$ cat src/rtl/uart_rx_periph_pkg.sv
// Shared definitions for the UART receive peripheral.
// Holds the bus register addresses, CON register bit indices (also meant for a future
// transmit peripheral) and the receive FSM state encoding.
package uart_rx_periph_pkg;

   localparam logic [31:0] UartRxdAddr = 32'h4000_001C;
   localparam logic [31:0] UartConAddr = 32'h4000_0020;

   localparam int unsigned ConIrqEnBit    = 0;
   localparam int unsigned ConFrameErrBit = 1;
   localparam int unsigned ConOverrunBit  = 2;
   localparam int unsigned ConRxValidBit  = 3;

   typedef enum logic [1:0] {
      StIdle  = 2'd0,
      StStart = 2'd1,
      StData  = 2'd2,
      StStop  = 2'd3
   } rx_state_e;

endpackage

$ cat src/rtl/uart_rx_fifo.sv
// Synchronous byte FIFO for received UART data.
// Ports:
//   clk, rst_n  clock, asynchronous active-low reset (empties the FIFO)
//   push, din   write strobe and byte; ignored when full unless a pop happens the same cycle
//   pop         read strobe; ignored when empty
//   dout        current head (first-word fall-through)
//   empty, full occupancy status
module uart_rx_fifo #(
   parameter int unsigned Depth = 4
) (
   input  logic       clk,
   input  logic       rst_n,
   input  logic       push,
   input  logic [7:0] din,
   input  logic       pop,
   output logic [7:0] dout,
   output logic       empty,
   output logic       full
);

   localparam int unsigned AddrW = $clog2(Depth);

   logic [AddrW-1:0] wr_ptr_q, wr_ptr_d;
   logic [AddrW-1:0] rd_ptr_q, rd_ptr_d;
   logic [AddrW:0]   count_q, count_d;
   logic [7:0]       mem_q [Depth];
   logic             wr_en, rd_en;

   assign empty = (count_q == '0);
   assign full  = (count_q == (AddrW + 1)'(Depth));
   assign rd_en = pop & ~empty;
   // A simultaneous pop frees a slot, so a push into a full FIFO still lands.
   assign wr_en = push & (~full | rd_en);
   assign dout  = mem_q[rd_ptr_q];

   always_comb begin
      wr_ptr_d = wr_ptr_q;
      rd_ptr_d = rd_ptr_q;
      count_d  = count_q;
      if (wr_en) wr_ptr_d = wr_ptr_q + AddrW'(1);
      if (rd_en) rd_ptr_d = rd_ptr_q + AddrW'(1);
      case ({wr_en, rd_en})
         2'b10:   count_d = count_q + (AddrW + 1)'(1);
         2'b01:   count_d = count_q - (AddrW + 1)'(1);
         default: count_d = count_q;
      endcase
   end

   always_ff @(posedge clk or negedge rst_n) begin
      if (!rst_n) begin
         wr_ptr_q <= '0;
         rd_ptr_q <= '0;
         count_q  <= '0;
      end else begin
         wr_ptr_q <= wr_ptr_d;
         rd_ptr_q <= rd_ptr_d;
         count_q  <= count_d;
      end
   end

   always_ff @(posedge clk) begin
      if (wr_en) mem_q[wr_ptr_q] <= din;
   end

endmodule

$ cat src/rtl/uart_rx_periph.sv
// Memory-mapped UART receiver: 8N1, 16x oversampling, small receive FIFO.
// Ports:
//   clk, rst_n          clock, asynchronous active-low reset
//   rx                  serial input, idle high, asynchronous to clk
//   addr, MemRead       bus read address/strobe; rdata is combinational from these
//   MemWrite, wdata     bus write strobe/data (only CON is writable)
//   rdata               bus read data
//   irq                 registered level interrupt
module uart_rx_periph
   import uart_rx_periph_pkg::*;
#(
   parameter int unsigned CLK_HZ     = 50_000_000,
   parameter int unsigned BAUD       = 9600,
   parameter int unsigned FIFO_DEPTH = 4
) (
   input  logic        clk,
   input  logic        rst_n,
   input  logic        rx,
   input  logic [31:0] addr,
   input  logic        MemRead,
   input  logic        MemWrite,
   input  logic [31:0] wdata,
   output logic [31:0] rdata,
   output logic        irq
);

   localparam int unsigned OsrDiv = CLK_HZ / (BAUD * 16);
   localparam int unsigned TickW  = (OsrDiv > 1) ? $clog2(OsrDiv) : 1;

   logic             rx_meta_q, rx_sync_q;
   logic [TickW-1:0] tick_cnt_q, tick_cnt_d;
   logic             tick;
   rx_state_e        state_q, state_d;
   logic [3:0]       s_cnt_q, s_cnt_d;
   logic [2:0]       bit_cnt_q, bit_cnt_d;
   logic [7:0]       shift_q, shift_d;
   logic             byte_ok, byte_bad;
   logic             irq_en_q, irq_en_d;
   logic             frame_err_q, frame_err_d;
   logic             overrun_q, overrun_d;
   logic             irq_d;
   logic             sel_rxd, sel_con, pop, wr_con, ovf_set;
   logic             fifo_empty, fifo_full;
   logic [7:0]       fifo_dout;
   logic             unused_wdata;

   assign unused_wdata = ^wdata[31:3];

   // Free-running oversample tick; never re-phased to the start edge.
   assign tick       = (tick_cnt_q == TickW'(OsrDiv - 1));
   assign tick_cnt_d = tick ? '0 : tick_cnt_q + TickW'(1);

   always_comb begin
      state_d   = state_q;
      s_cnt_d   = s_cnt_q;
      bit_cnt_d = bit_cnt_q;
      shift_d   = shift_q;
      byte_ok   = 1'b0;
      byte_bad  = 1'b0;
      if (tick) begin
         s_cnt_d = s_cnt_q + 4'd1;
         unique case (state_q)
            StIdle: begin
               if (!rx_sync_q) begin
                  state_d = StStart;
                  s_cnt_d = '0;
               end
            end
            StStart: begin
               // Mid start bit: still low means a real frame, else a glitch.
               if (s_cnt_q == 4'd7) begin
                  s_cnt_d   = '0;
                  bit_cnt_d = '0;
                  state_d   = rx_sync_q ? StIdle : StData;
               end
            end
            StData: begin
               if (s_cnt_q == 4'd15) begin
                  shift_d   = {rx_sync_q, shift_q[7:1]};
                  bit_cnt_d = bit_cnt_q + 3'd1;
                  if (bit_cnt_q == 3'd7) state_d = StStop;
               end
            end
            StStop: begin
               if (s_cnt_q == 4'd15) begin
                  byte_ok  = rx_sync_q;
                  byte_bad = ~rx_sync_q;
                  state_d  = StIdle;
               end
            end
         endcase
      end
   end

   assign sel_rxd = (addr == UartRxdAddr);
   assign sel_con = (addr == UartConAddr);
   assign pop     = MemRead & sel_rxd & ~fifo_empty;
   assign wr_con  = MemWrite & sel_con;
   assign ovf_set = byte_ok & fifo_full & ~pop;

   uart_rx_fifo #(
      .Depth (FIFO_DEPTH)
   ) u_fifo (
      .clk   (clk),
      .rst_n (rst_n),
      .push  (byte_ok),
      .din   (shift_q),
      .pop   (pop),
      .dout  (fifo_dout),
      .empty (fifo_empty),
      .full  (fifo_full)
   );

   // Clears are applied first so a same-cycle hardware set wins.
   always_comb begin
      irq_en_d    = irq_en_q;
      frame_err_d = frame_err_q;
      overrun_d   = overrun_q;
      if (wr_con) begin
         irq_en_d = wdata[ConIrqEnBit];
         if (wdata[ConFrameErrBit]) frame_err_d = 1'b0;
         if (wdata[ConOverrunBit])  overrun_d   = 1'b0;
      end
      if (byte_bad) frame_err_d = 1'b1;
      if (ovf_set)  overrun_d   = 1'b1;
      irq_d = irq_en_q & (~fifo_empty | frame_err_q | overrun_q);
   end

   always_comb begin
      rdata = '0;
      if (MemRead) begin
         if (sel_rxd) begin
            rdata[7:0] = fifo_empty ? 8'h00 : fifo_dout;
         end else if (sel_con) begin
            rdata[ConIrqEnBit]    = irq_en_q;
            rdata[ConFrameErrBit] = frame_err_q;
            rdata[ConOverrunBit]  = overrun_q;
            rdata[ConRxValidBit]  = ~fifo_empty;
         end
      end
   end

   always_ff @(posedge clk or negedge rst_n) begin
      if (!rst_n) begin
         rx_meta_q   <= 1'b1;
         rx_sync_q   <= 1'b1;
         tick_cnt_q  <= '0;
         state_q     <= StIdle;
         s_cnt_q     <= '0;
         bit_cnt_q   <= '0;
         shift_q     <= '0;
         irq_en_q    <= 1'b0;
         frame_err_q <= 1'b0;
         overrun_q   <= 1'b0;
         irq         <= 1'b0;
      end else begin
         rx_meta_q   <= rx;
         rx_sync_q   <= rx_meta_q;
         tick_cnt_q  <= tick_cnt_d;
         state_q     <= state_d;
         s_cnt_q     <= s_cnt_d;
         bit_cnt_q   <= bit_cnt_d;
         shift_q     <= shift_d;
         irq_en_q    <= irq_en_d;
         frame_err_q <= frame_err_d;
         overrun_q   <= overrun_d;
         irq         <= irq_d;
      end
   end

endmodule
$ cat config.mk
export PLATFORM = sky130hd
export DESIGN_NAME = uart_rx_periph
export DESIGN_NICKNAME = d
export VERILOG_FILES = /design/src/rtl/uart_rx_periph_pkg.sv /design/src/rtl/uart_rx_fifo.sv /design/src/rtl/uart_rx_periph.sv
export SDC_FILE = /design/constraint.sdc
export NUM_CORES = 1
export LEC_CHECK = 0
export ABC_CLOCK_PERIOD_IN_PS = 2500
export BUFFER_PORTS_ARGS = -buffer_cell sky130_fd_sc_hd__buf_2
export CAP_MARGIN = 20
export CORE_ASPECT_RATIO = 0.8
export CORE_MARGIN = 4
export CORE_UTILIZATION = 47
export DETAILED_ROUTE_END_ITERATION = 6
export MAX_ROUTING_LAYER = met4
export PLACE_DENSITY = 0.82
export SYNTH_ARGS = -nofsm -noshare
export SYNTH_HDL_FRONTEND = slang
export SYNTH_SLANG_ARGS = --single-unit
export TNS_END_PERCENT = 30
$ cat constraint.sdc
create_clock -name clk -period 2.5 [get_ports clk]
set_input_delay 0.75 -clock clk [delete_from_list [all_inputs] [get_ports clk]]
set_output_delay 0.75 -clock clk [all_outputs]
set_load 0.02 [all_outputs]
* After elaboration in Yosys (flattened, before gate mapping)
Memories as Yosys holds them, arrays and structs flattened.
Cells that the tools add are included.
** Operators by class
- Equal/unequal tests :: 17
- Multiplexer cells :: 34
- Reduce and logical (&&, ||, !) cells :: 13
- Add/sub/neg operators :: 7
- Bitwise operators :: 15
** Operators with widths (number)
- 32-bit by 31-bit == test with 1-bit output, second input constant :: 2
- 4-bit two-way mux :: 5
- 8-bit two-way mux :: 2
- 1-bit two-way mux :: 14
- 2-bit two-way mux :: 6
- 3-bit one-hot mux with 2 select lines :: 2
- 2-bit nonzero test :: 6
- 2-bit inequality test, second input constant :: 5
- 9-bit by 1-bit adder with 9-bit output, second input constant :: 1
- 9-bit == test, second input constant :: 1
- 9-bit two-way mux :: 1
- 1-bit AND :: 8
- 2-bit one-hot mux with 4 select lines :: 1
- 4-bit one-hot mux with 2 select lines :: 1
- 3-bit by 1-bit adder with 3-bit output, second input constant :: 2
- 2-bit == test, second input constant :: 3
- 3-bit == test, second input constant :: 2
- 3-bit two-way mux :: 2
- 6-bit AND reduction :: 1
- 2-bit by 1-bit adder with 2-bit output, second input constant :: 2
- 4-bit by 1-bit adder with 4-bit output, second input constant :: 1
- 2-bit by 1-bit == test with 1-bit output, second input constant :: 2
- 4-bit by 3-bit == test with 1-bit output, second input constant :: 1
- 4-bit == test, second input constant :: 1
- other kinds (8) :: 14
** Storage, ports and cells
- Output and inout port bits :: 33
- RAM bits :: 32
- Flip-flop bits (word level) :: 39
- Memories :: 1
** Memories
- u_fifo.mem_q :: depth 4, width 8, rd ports 1, clocked after Yosys merged registers in 0, write ports 1, line uart_rx_fifo.sv:26 : logic [7:0] mem_q [Depth];

* Logic depth before layout (Yosys ltp)
- Depth in word-level cells :: 8
- Depth in mapped cells :: 13
- Mapped depth without buffers :: 13

* Modules after synthesis
From an unflattened synthesis, not the netlist that was laid out.
** Second synthesis, totals
- Cells, all modules :: 272
- Area total of the unflattened synthesis :: 3445.8 µm²
** By module, submodules not included
- uart_rx_periph :: seq. area each 803.3 µm², area each 1858.0 µm², times used 1, cells an instance 192
- uart_rx_fifo :: seq. area each 1136.1 µm², area each 1587.8 µm², times used 1, cells an instance 80

* Worst setup path before layout
Ideal clock, no wire load.
- Path type :: input port to flip-flop
- Start :: input addr[6]
- End :: register u_fifo.count_q[2]
- Library setup time :: 0.079 ns
- Data required time :: 2.421 ns
- Arrival time :: 2.768 ns
- Cell stages on the path :: 11
- Slack :: -0.348 ns
- Cells stage by stage :: nor4_1 nand4_1 nor2_1 nand3_1 inv_1 ha_1 inv_1 fa_1 xor2_1 nor2_1 xor2_1
** Between the ends
- Cells in the longest elaborated chain, start to end :: 8
- Elaborated cells between the ends (all ways) :: 10
** RTL lines
- from (decl) :: line uart_rx_periph.sv:19 : input logic [31:0] addr,
- 32-bit by 31-bit == test with 1-bit output * :: line uart_rx_periph.sv:95 : assign sel_rxd = (addr == UartRxdAddr);
- 1-bit AND * (2 in series) :: line uart_rx_periph.sv:97 : assign pop = MemRead & sel_rxd & ~fifo_empty;
- 1-bit AND * :: line uart_rx_fifo.sv:31 : assign rd_en = pop & ~empty;
- net u_fifo.rd_en :: line uart_rx_fifo.sv:27 : logic wr_en, rd_en;
- 1-bit bitwise OR :: line uart_rx_fifo.sv:33 : assign wr_en = push & (~full | rd_en);
- 1-bit AND :: line uart_rx_fifo.sv:33
- 2-bit by 1-bit == test with 1-bit output / 2-bit == test (equally long branches) :: line uart_rx_fifo.sv:42 : case ({wr_en, rd_en})
- 3-bit one-hot mux with 2 select lines / 2-bit nonzero test (equally long branches)
- to (signal assigned) :: line uart_rx_fifo.sv:57 : count_q <= count_d;
- to (decl) :: line uart_rx_fifo.sv:25 : logic [AddrW:0] count_q, count_d;
The timed path passes the listed nets; every way through them passes the cells marked *.
A chain may end at the register's enable or synchronous reset.

* Worst setup path in the final report
- Start :: input addr[0]
- End :: output rdata[6]
** Between the ends
- Cells in the longest elaborated chain, start to end :: 3
** RTL lines
- 32-bit by 31-bit == test with 1-bit output :: line uart_rx_periph.sv:95
- 4-bit two-way mux :: line uart_rx_periph.sv:132 : if (sel_rxd) begin
- 8-bit two-way mux :: line uart_rx_periph.sv:131 : if (MemRead) begin
- to (decl) :: line uart_rx_periph.sv:23 : output logic [31:0] rdata,
No other way between the ends.

==> metrics.md <==
| Metric | Value |
|---|---|
| Max Root-Sink Buffers | 2 |
| Core footprint | 6990 um2 |
| Post-synthesis async set-or-reset flop share | between 50% and 60% |
| Kind of end point of the critical path | output pin |
| Fin. Hold Viols | 0 |
| Average size of a mapped cell | 13.0 um2 |
| Vias | ~2300 |
| Final slew viol count | 0 |
| GRT overflow | 0 |
| Max VDD drop | ~0.35 mV |
| Clock root cell | clkbuf_8 |
| Commonest cells after routing, fill and taps aside | 37 x dfrtp_1, 32 x edfxtp_1, 31 x buf_2 |
| Most common cell after layout, fill and taps aside | dfrtp_1 |
| Vias in the first global route | between 2000 and 2500 |
| Clock sinks | 71 |
| RSZ-0062 raised after global routing | yes |
| Diode count | 0 |
| Seq pwr share | 54.8% |
| Fin crit period | around 2.9 ns |
| Number of port buffers | between 40 and 50 |
| Area growth syn-to-layout | 24.8% |
| Max_cap viols | 0 |
| Die X | 104 um |
| Die Span Y | about 85 um |
| Syn Inst Count | between 200 and 300 |
| Logic pwr share | under 10% |
| Yosys warning count | 0 |
| Failing checks | setup timing |
| Clk slew on worst S/H paths | roughly 0.070 ns |
| Synth Cell Area | roughly 3400 um2 |
| R2R cell count | 12 |
| EDFF count, synth | 32 |
| Prevailing post-synth register cell | dfrtp_1 |
| Initial Utilization | between 40 and 50% |
| Synth cell types | 46 |
| Worst-margin pin slew | 0.507 ns |
| Fillers | between 500 and 600 |
| DRC Markers | 0 |
| Number of H-tree levels | 3 |
| Register area | roughly 1900 um2 |
| Period utilization | 114% |
| Fmax | around 0.35 GHz |
| Setup Viol. Count Final | 9 |
| Worst Path Max Fanout | 5 |
| DR vias/cell | about 5.2 |
| Sw Share | approximately 23% |
| Crit path required time | around 1.8 ns |
| Register bit total from synthesis | 71 |
| Final Net Count | 420 |
| Fraction of layout cells with a size suffix above 1 | 38.6% |
| DRT iter0 DRCs | 180 |
| Footprint of the multi-input gates | around 1500 um2 |
| Post-route ant nets | 0 |
| Global-route wire length before repair | 11.6 mm |
| Drt total wl | around 7.0 mm |
| Leakage | 0.00190 uW |
| Largest net degree at the start of global routing | 40 |
| Sw Pwr | slightly above 500 uW |
| PwrDens | roughly 520 nW/um2 |
| Status | finished, violations left |
| Final worst setup slack | -0.361 ns |
| CTS tree | yes |
| Relative max-transition margin | between 60% and 70% |
| Mean routed wirelength per cell | 16.1 um |
| Antenna violations before repair | 0 |
| # rows | 27 |
| Fin Hold WS | 0.357 ns |
| Die footprint | 8770 um2 |
| Setup TNS | -2.61 ns |
| P_int | about 1700 uW |
| Worst Path Class, Setup | in2out |
| Startpoint types | primary input |
| Routability cong. | between 0.8 and 0.9 |
| DPL Wire Length | 4.86 mm |
| Ports | roughly 100 |
| WP data arrival | between 2 and 2.5 ns |
| First drt pass iteration count | 4 |
| Clock latency on the worst-skew pair | about 0.35 ns |
| Worst Skew | roughly 0.012 ns |
| Register area share after synthesis | 56.3% |
| Post-layout util | 61.4% |
| Hold Crit Class | reg2reg |
| Gr usage total | 17.3% |
| Clk pwr share | 40.2% |
| Pre-CTS setup slack | -0.501 ns |
| Hold Path Depth | 0 |
| Cts bufs inserted | 9 |
-- power by group through the flow --
stage / sequential [uW] / combinational [uW] / clock [uW]
2_1_floorplan: 1240 / 69.4 / 0
3_3_place_gp: 1240 / 93.7 / 0
3_5_place_dp: 1240 / 95.0 / 0
4_1_cts: 1220 / 104 / 917
5_1_grt: 1220 / 123 / 980
6_report: 1220 / 112 / 891
-- critical path, cell delays in order --
cell and delay (ns):
buf_2 0.11, nor4_4 0.27, nand4_1 0.21, nor2_2 0.22, nand3_2 0.12, buf_6 0.16, nor2b_1 0.12, buf_4 0.15
-- final timing paths --
kind	start	to	slack, ns
min in group asynchronous	rst_n	tick_cnt_q[1]$_DFF_PN0_	0.45
max in group asynchronous	rst_n	rx_meta_q$_DFF_PN1_	1.68
setup reg to reg	s_cnt_q[0]$_DFFE_PN0N_	u_fifo.count_q[2]$_DFFE_PN0P_	0.14
hold reg to reg	rx_meta_q$_DFF_PN1_	rx_sync_q$_DFF_PN1_	0.36
hold / removal	rx_meta_q$_DFF_PN1_	rx_sync_q$_DFF_PN1_	0.36
setup / recovery	addr[0]	rdata[6]	-0.36
-- sequential cells by signal, summed over array words and instances, names as in the netlist, 2 cells and up, named ones only --
register         cells
u_fifo.mem_q        32
tick_cnt_q           9
shift_q              8
s_cnt_q              4
bit_cnt_q            3
u_fifo.count_q       3
u_fifo.rd_ptr_q      2
u_fifo.wr_ptr_q      2
-- cells in the mapped netlist (all sizes together), types with 2 or more instances --
cell | instances | area [um2]
xor2 | 5 | 43.8
nor4b | 3 | 41.3
a31oi | 3 | 18.8
nor4 | 6 | 37.5
a21oi | 4 | 20.0
edfxtp | 32 | 961
o2bb2ai | 2 | 17.5
nand2 | 11 | 41.3
and2 | 6 | 37.5
nor2b | 6 | 45.0
o22ai | 2 | 12.5
nand4 | 6 | 67.6
a32oi | 3 | 26.3
ha | 10 | 125
mux4 | 8 | 180
nor3 | 2 | 10.0
nor2 | 17 | 71.3
buf | 29 | 206
clkbuf | 2 | 7.51
and3 | 5 | 31.3
nand2b | 4 | 25.0
xnor2 | 8 | 70.1
o21ai | 5 | 25.0
or3 | 2 | 12.5
dfrtp | 37 | 926
mux2 | 11 | 124
nand3 | 12 | 60.1
dfstp | 2 | 52.6
inv | 12 | 45.0
-- logic make-up (layout without fill, tap and decap cells) --
logic type | Yosys count | count (layout) | share of synthesized area [%]
AND/OR/NAND/NOR | 84 | 84 | 15.2
other | 1 | 24 | 0.109
multiplexers | 20 | 20 | 9.12
XOR/XNOR | 13 | 13 | 3.31
AO/OA/AOI/OAI | 22 | 22 | 4.22
adder cells (fa/ha/maj) | 11 | 11 | 4.22
buffers and inverters | 43 | 100 | 7.52
flip-flops | 71 | 71 | 56.3
-- per-stage QoR --
step	area [um2]	total power (uW)	instances
2_1_floorplan	3590	1310	288
3_3_place_gp	3870	1330	411
6_report	4290	2220	432
3_5_place_dp	3870	1340	411
4_1_cts	4160	2240	428
5_1_grt	4290	2320	432
-- area by class of cell --
cell class / instances / share of cell area [%]
flip-flops and latches: 71 / 45.2
repair buffers: 72 / 12.0
inverters: 12 / 1.11
multi-input cells: 174 / 34.6
clock buffers: 9 / 2.88
well taps: 87 / 2.53
clock inverters: 7 / 1.72
-- routing by layer --
metal,GRT usage [%],wire [um]
met4,5.07,85
met1,20.1,2930
met2,28.3,3480
met5,-,0
met3,6.76,479
-- what timing repair did --
| action | CTS | global route |
|---|---|---|
| gates resized for setup | 18 | 23 |
| setup endpoints to repair | 10 | 44 |
| pin swaps | 2 | 16 |
| gates cloned | 0 | 0 |
| hold buffers | 0 | 0 |
| buffers inserted | 1 | 5 |
Note: power is estimated with default switching activity, not from simulation.
